--- src/rtl/joy_serial_mp.sv ---
`default_nettype none
// ============================================================================
//  Module   : joy_serial_mp
//  Purpose  : Scanner for a chain of serial (parallel-in / serial-out)
//             game controllers. Each frame pulses JOY_LOAD low, then
//             clocks PLAYERS*BITS bits out of the chain on JOY_CLK.
//             The bits are inverted (the chain is active-low) and
//             collected in a shadow register. That register is committed
//             to the joystick output in one cycle, followed by an idle gap.
//  Revision : 1.0 - initial release
// ----------------------------------------------------------------------------
//  Parameters
//    PLAYERS    controllers in the chain (1..4)
//    BITS       buttons per controller (1..16)
//    CLK_DIV    clk_sys cycles per tick (>= 2)
//    GAP_TICKS  idle ticks between frames (>= 1)
//  Ports
//    clk_sys     in   system clock, rising edge
//    reset_n     in   asynchronous active-low reset
//    enable      in   start / continue scanning while high
//    JOY_DATA    in   serial data from the chain (active-low buttons)
//    JOY_CLK     out  shift clock to the chain
//    JOY_LOAD    out  active-low parallel load to the chain
//    joystick    out  button states, 1 = pressed, player p at [p*BITS +: BITS]
//    frame_done  out  one-cycle pulse on each joystick update
//    busy        out  high whenever the scanner is not idle
//  Build option
//    JOY_SERIAL_DEBOUNCE_EN  when defined, a joystick bit changes only after
//                            two consecutive frames agree on its value
// ============================================================================
module joy_serial_mp #(
    parameter int PLAYERS   = 2,
    parameter int BITS      = 12,
    parameter int CLK_DIV   = 16,
    parameter int GAP_TICKS = 64
) (
    input  logic                    clk_sys,
    input  logic                    reset_n,
    input  logic                    enable,
    input  logic                    JOY_DATA,
    output logic                    JOY_CLK,
    output logic                    JOY_LOAD,
    output logic [PLAYERS*BITS-1:0] joystick,
    output logic                    frame_done,
    output logic                    busy
);

    localparam int c_n        = PLAYERS * BITS;
    localparam int c_idx_w    = (c_n > 1) ? $clog2(c_n) : 1;
    localparam int c_div_w    = $clog2(CLK_DIV);
    // One counter covers both the 2-tick LOAD phase and the GAP phase.
    localparam int c_tick_max = (GAP_TICKS > 2) ? GAP_TICKS : 2;
    localparam int c_tcnt_w   = $clog2(c_tick_max);

    localparam logic [c_idx_w-1:0]  c_idx_last  = c_idx_w'(c_n - 1);
    localparam logic [c_div_w-1:0]  c_div_last  = c_div_w'(CLK_DIV - 1);
    localparam logic [c_tcnt_w-1:0] c_load_last = c_tcnt_w'(1);
    localparam logic [c_tcnt_w-1:0] c_gap_last  = c_tcnt_w'(GAP_TICKS - 1);

    localparam logic [2:0] c_st_idle     = 3'd0;
    localparam logic [2:0] c_st_load     = 3'd1;
    localparam logic [2:0] c_st_shift_lo = 3'd2;
    localparam logic [2:0] c_st_shift_hi = 3'd3;
    localparam logic [2:0] c_st_commit   = 3'd4;
    localparam logic [2:0] c_st_gap      = 3'd5;

    logic [1:0]          r_rst_sync;
    logic [2:0]          r_state;
    logic [2:0]          w_state_nxt;
    logic [c_div_w-1:0]  r_div;
    logic [c_tcnt_w-1:0] r_tcnt;
    logic [c_idx_w-1:0]  r_idx;
    logic [c_n-1:0]      r_shadow;
    logic [c_n-1:0]      w_joy_commit;
    logic                w_tick;
    logic                w_commit_nxt;

    // Two-flop release: the FSM may only leave IDLE once r_rst_sync[1] is set.
    always_ff @(posedge clk_sys or negedge reset_n) begin
        if (!reset_n) begin
            r_rst_sync <= 2'b00;
        end else begin
            r_rst_sync <= {r_rst_sync[0], 1'b1};
        end
    end

    assign w_tick = (r_div == c_div_last);

    always_comb begin
        w_state_nxt = r_state;
        case (r_state)
            c_st_idle: begin
                if (enable && r_rst_sync[1]) begin
                    w_state_nxt = c_st_load;
                end
            end
            c_st_load: begin
                if (w_tick && (r_tcnt == c_load_last)) begin
                    w_state_nxt = c_st_shift_lo;
                end
            end
            c_st_shift_lo: begin
                if (w_tick) begin
                    w_state_nxt = c_st_shift_hi;
                end
            end
            c_st_shift_hi: begin
                if (w_tick) begin
                    w_state_nxt = (r_idx == c_idx_last) ? c_st_commit : c_st_shift_lo;
                end
            end
            c_st_commit: begin
                w_state_nxt = c_st_gap;
            end
            c_st_gap: begin
                // The only point where enable decides whether scanning ends.
                if (w_tick && (r_tcnt == c_gap_last)) begin
                    w_state_nxt = enable ? c_st_load : c_st_idle;
                end
            end
            default: begin
                w_state_nxt = c_st_idle;
            end
        endcase
    end

    // COMMIT lasts one cycle, so a next-state of COMMIT marks its entry edge.
    assign w_commit_nxt = (w_state_nxt == c_st_commit);

`ifdef JOY_SERIAL_DEBOUNCE_EN
    logic [c_n-1:0] r_prev;
    logic [c_n-1:0] w_stable;

    assign w_stable     = ~(r_shadow ^ r_prev);
    assign w_joy_commit = (joystick & ~w_stable) | (r_shadow & w_stable);

    always_ff @(posedge clk_sys or negedge reset_n) begin
        if (!reset_n) begin
            r_prev <= '0;
        end else if (w_commit_nxt) begin
            r_prev <= r_shadow;
        end
    end
`else
    assign w_joy_commit = r_shadow;
`endif

    always_ff @(posedge clk_sys or negedge reset_n) begin
        if (!reset_n) begin
            r_state    <= c_st_idle;
            r_div      <= '0;
            r_tcnt     <= '0;
            r_idx      <= '0;
            r_shadow   <= '0;
            JOY_CLK    <= 1'b0;
            JOY_LOAD   <= 1'b1;
            joystick   <= '0;
            frame_done <= 1'b0;
            busy       <= 1'b0;
        end else begin
            r_state <= w_state_nxt;

            // Prescaler is parked at zero in IDLE and COMMIT so that every
            // timed state starts with a full tick period.
            if ((r_state == c_st_idle) || (r_state == c_st_commit) || w_tick) begin
                r_div <= '0;
            end else begin
                r_div <= r_div + c_div_w'(1);
            end

            if (w_state_nxt != r_state) begin
                r_tcnt <= '0;
            end else if (w_tick) begin
                r_tcnt <= r_tcnt + c_tcnt_w'(1);
            end

            if (r_state == c_st_load) begin
                r_idx <= '0;
            end else if ((r_state == c_st_shift_hi) && w_tick && (r_idx != c_idx_last)) begin
                r_idx <= r_idx + c_idx_w'(1);
            end

            if ((r_state == c_st_shift_lo) && w_tick) begin
                for (int i = 0; i < c_n; i++) begin
                    if (r_idx == c_idx_w'(i)) begin
                        r_shadow[i] <= ~JOY_DATA;
                    end
                end
            end

            // Outputs are registered from the next state so they line up
            // with the state they belong to.
            JOY_CLK    <= (w_state_nxt == c_st_shift_hi);
            JOY_LOAD   <= (w_state_nxt != c_st_load);
            busy       <= (w_state_nxt != c_st_idle);
            frame_done <= w_commit_nxt;
            if (w_commit_nxt) begin
                joystick <= w_joy_commit;
            end
        end
    end

endmodule
`default_nettype wire

--- config.mk ---
export PLATFORM = sky130hd
export DESIGN_NAME = joy_serial_mp
export DESIGN_NICKNAME = d
export VERILOG_FILES = /design/src/rtl/joy_serial_mp.sv
export SDC_FILE = /design/constraint.sdc
export NUM_CORES = 1
export LEC_CHECK = 0
export CORE_UTILIZATION = 40
export CTS_BUF_LIST = sky130_fd_sc_hd__clkbuf_8
export CTS_CLUSTER_SIZE = 16
export DETAILED_ROUTE_END_ITERATION = 7
export PLACE_DENSITY = 0.68
export SETUP_SLACK_MARGIN = 0.4
export SLEW_MARGIN = 15
export SYNTH_ARGS = -nofsm -noshare
export SYNTH_HDL_FRONTEND = slang
export SYNTH_SLANG_ARGS = --single-unit
--- constraint.sdc ---
create_clock -name clk_sys -period 2.3 [get_ports clk_sys]
set_input_delay 0.46 -clock clk_sys [delete_from_list [all_inputs] [get_ports clk_sys]]
set_output_delay 0.46 -clock clk_sys [all_outputs]
set_load 0.05 [all_outputs]
==> results.md <==
Outcome:
- The run finished with clean final reports.

Placement:
- The HPWL after detailed placement is approximately 4300 um.
- The placer's final routability congestion estimate is approximately 0.90.
- The number of I/O port buffers is 31.
- Summing all placed instances gives a cell area of between 3000 and 4000 um^2.

STA:
- Setup violations remaining at the end of the flow were counted as 0.
- Based on the critical path, the design can be clocked at up to 540.4 MHz.
- The portion of the clock cycle consumed by the worst path in the final layout is 80.46%.
- Setup repair after global routing left no endpoint under its margin.
- The relative max-transition margin is 65.72%.
- For the final database, setup skew stands at 0.01241 ns.
- The number of slew-limit violations in the final report came to 0.
- The time the final worst path needs with I/O delays and setup is 1.850 ns.
- The number of hold violations in the final report is 0.
- For the pin with the worst max-slew slack, the measured transition is 0.5142 ns.
- The accumulated negative setup slack is 0 ns.

Global route:
- In the global route stage, met3 resource usage came out at 2.956%.
- The total global-route track usage is between 15 and 20%.
- The number of global-route vias before repair is approximately 2400.
- The met1 demand-to-capacity share in global routing is 22.44%.
- After global routing the overflow that remains totals 0.
- The number of antenna violations at the first check in global routing is 0.
- The first global-routing pass estimated 11120 um of wire.
- The fraction of met2 tracks used by global routing is between 20% and 30%.
- The pin count of the biggest net entering global routing is 73.
- The most used routing layer is met2.

Logic synthesis:
- The number of nets produced by synthesis is 340.
- The count of flip-flops with a built-in enable after synthesis is 0.
- Yosys printed 0 warnings.
- Synthesis inferred 72 register bits.
- The top-area cell type share of the netlist area is 53.97%.
- The synthesized area per cell is 10.04 um^2.
- The cell area that synthesis handed to floorplanning was 3292 um^2.
- The count of distinct cell types in the synthesized netlist is 45.
- The post-synthesis cell type with the largest combined area is dfrtp_1.
- The cell count after synthesis is roughly 330.
- By area the synthesized netlist is led by dfrtp_1 54%, mux2i_1 7.6%, nand2_1 5.7%.
- The sequential-to-total area share from yosys stat is 54.77%.
- Counting instances in the post-synthesis netlist gives the leading cell types as 71 x dfrtp_1, 50 x nand2_1, 36 x inv_1, 31 x o21ai_0, 25 x mux2i_1.
- Among all cell types in the netlist, the one instantiated most often is dfrtp_1.
- The most used flip-flop cell after synthesis is dfrtp_1.
- The async set or reset register ratio after synthesis is 100.0%.

Clocking:
- For this design, the sink count on the clock tree is 72.
- The largest buffer count on any clock path is 2.
- In this run, CTS created clock tree buffers numbering 9.
- After clock tree synthesis, the clock-pin slew on the worst setup and hold paths is 0.08 ns.
- TritonCTS built the clock tree.
- The hold-fix buffer count after cts is 0.
- The worst-skew pair later-pin latency is 0.36 ns.
- The number of H-tree levels is 3.
- The root buffer cell chosen for the clock tree is clkbuf_8.

Route:
- After detailed routing, the total wire length is 6520 um.
- The iteration-0 DRC count of the detailed router is 221.
- The routed wire length per instance is 13.90 um.
- The number of DRC violations after detailed routing is 0.
- The via density per instance is a little over 5.
- The count of nets left with antenna violations once routing finished came out at 0.
- The via total after detailed routing is 2385.
- The total iterations of the first detailed-routing run is 4.

Floorplan:
- The vertical die dimension is slightly above 90 um.
- In this run the core area contains 32 standard-cell rows.
- The floorplan step set the die width to between 90 and 100 um.
- The initial utilization of the core area, before any placement, comes to 41.95%.
- The core region is 7848 um^2.
- In this run the count of I/O pins placed on the die edge is 32.
- The area of the die is 8597 um^2.

Power:
- Summing internal, switching and leakage power gives around 3.2 mW.
- The power density over the cells is around 800 nW/um^2.
- The worst IR drop on VDD is approximately 0.3 mV.
- The analysis attributes to cell leakage a power of 1.974 nW.

Finish:
- The layout filler cell count is a little over 700.
- Summing all non-filler instances in the final layout gives an area of ~4000 um^2.
- The number of antenna diodes in the final layout is 0.
- Compared with the post-synthesis result, the final layout area differs by 20.11%.
- The fraction of layout instances using a drive strength above 1 is between 10% and 20%.
- Measured on the finished design, the core utilization comes to 50.38%.
- At the end of the flow, the number of nets in the layout was between 300 and 400.

Worst hold path:
- The type of the most critical hold path is in2async.

Critical path:
- The cell type of the slowest stage on the worst timing path is dfstp_2.
- For the worst setup path, the data arrival time is 1.39 ns.
- The number of buffers and inverters on the critical path is 1.
- On the worst path, the slowest cell contributes a delay of 0.52 ns.
- Data on the critical path is required at its endpoint by 1.84 ns.
- The number of cells on the worst reg-to-reg path is 4.
- The worst setup path is captured at an output port.
- The signal on the critical path passes through dlygate4sd2_1.
- The largest fanout of any net on the critical path is 1.
- In this run the number of cells on the critical path is 1.
- The worst setup path is of the reg2out kind.
- The worst setup path is launched from a register.
- In this design, the largest share of critical-path delay is due to flip-flops.

Run:
- The max-cap violation count is 0.
[layout by cell type (no fill, tap or decap), drive strengths merged, types with 2 or more instances in the layout]
cell / instances
a21oi: 6
buf: 8
clkbuf: 9
clkdlybuf4s50: 2
clkinv: 2
clkinvlp: 2
dfrtp: 71
dlygate4sd2: 28
ha: 8
inv: 38
mux2i: 25
nand2: 50
nand2b: 2
nand3: 7
nand4: 9
nand4b: 2
nor2: 15
nor2b: 3
nor3: 5
nor4: 11
o21ai: 31
or3: 3
or3b: 2
xnor2: 6
xor2: 3
[power by group]
group,internal (mW),leakage (nW),switching [mW],total [mW]
combinational,0.232,0.962,0.411,0.643
clock,0.500,0.0970,0.500,1.00
sequential,1.39,0.915,0.126,1.51
[cells by family after synthesis]
| family | after synthesis | share of synthesized area (%) |
|---|---|---|
| buffers and inverters | 51 | 6.081 |
| other | 1 | 0.1139 |
| flip-flops | 72 | 54.77 |
| multiplexers | 26 | 7.944 |
| adder cells (fa/ha/maj) | 8 | 3.041 |
| AND/OR/NAND/NOR | 116 | 17.98 |
| XOR/XNOR | 9 | 2.395 |
| AO/OA/AOI/OAI | 45 | 7.678 |
[through the flow]
step	hold slack [ns]	setup slack, ns	cells
floorplan	0.1644	0.6176	328
global placement	0.3339	0.2506	452
detailed placement	0.3403	0.1686	452
CTS	0.1299	0.3858	468
global route	0.1576	0.4041	469
finish	0.08490	0.4495	469
[final cells by class]
type	instances	area (um^2)	share of cell area, %
Timing Repair Buffer	38	339.1	8.576
Multi-Input combinational cell	205	1354	34.24
Tap cell	102	127.6	3.228
Clock buffer	9	123.9	3.133
Clock inverter	7	71.32	1.804
Inverter	36	135.1	3.418
Sequential cell	72	1803	45.60
[per-layer routing]
layer	wire length (um)	share of wire, %
met1	3039	47
met2	3000	46
met3	280	4.3
met4	199	3.1
met5	0	0
[flip-flops by register name (all words and copies together), names as in the netlist]
name / flops
r_idx: 5
JOY_CLK: 1
joystick: 24
r_rst_sync: 2
r_shadow: 24
r_div: 4
r_state: 3
JOY_LOAD: 1
busy: 1
frame_done: 1
r_tcnt: 6
[timing repair]
| action | 4_1_cts | 5_1_grt |
|---|---|---|
| setup endpoints to repair | 66 | 58 |
| buffers inserted | 0 | 1 |
| gates resized for setup | 33 | 11 |
[worst paths after layout]
path	from	endpoint	slack, ns
setup / recovery	JOY_LOAD	JOY_LOAD	0.45
hold / removal	reset_n	r_div[3]	0.08
setup reg to reg	r_state[0]	r_shadow[10]	0.48
hold reg to reg	r_rst_sync[0]	r_rst_sync[1]	0.35
max in group asynchronous	reset_n	JOY_LOAD	1.83
min in group clk_sys	r_rst_sync[0]	r_rst_sync[1]	0.35
Power figures use the tool's default switching activity.
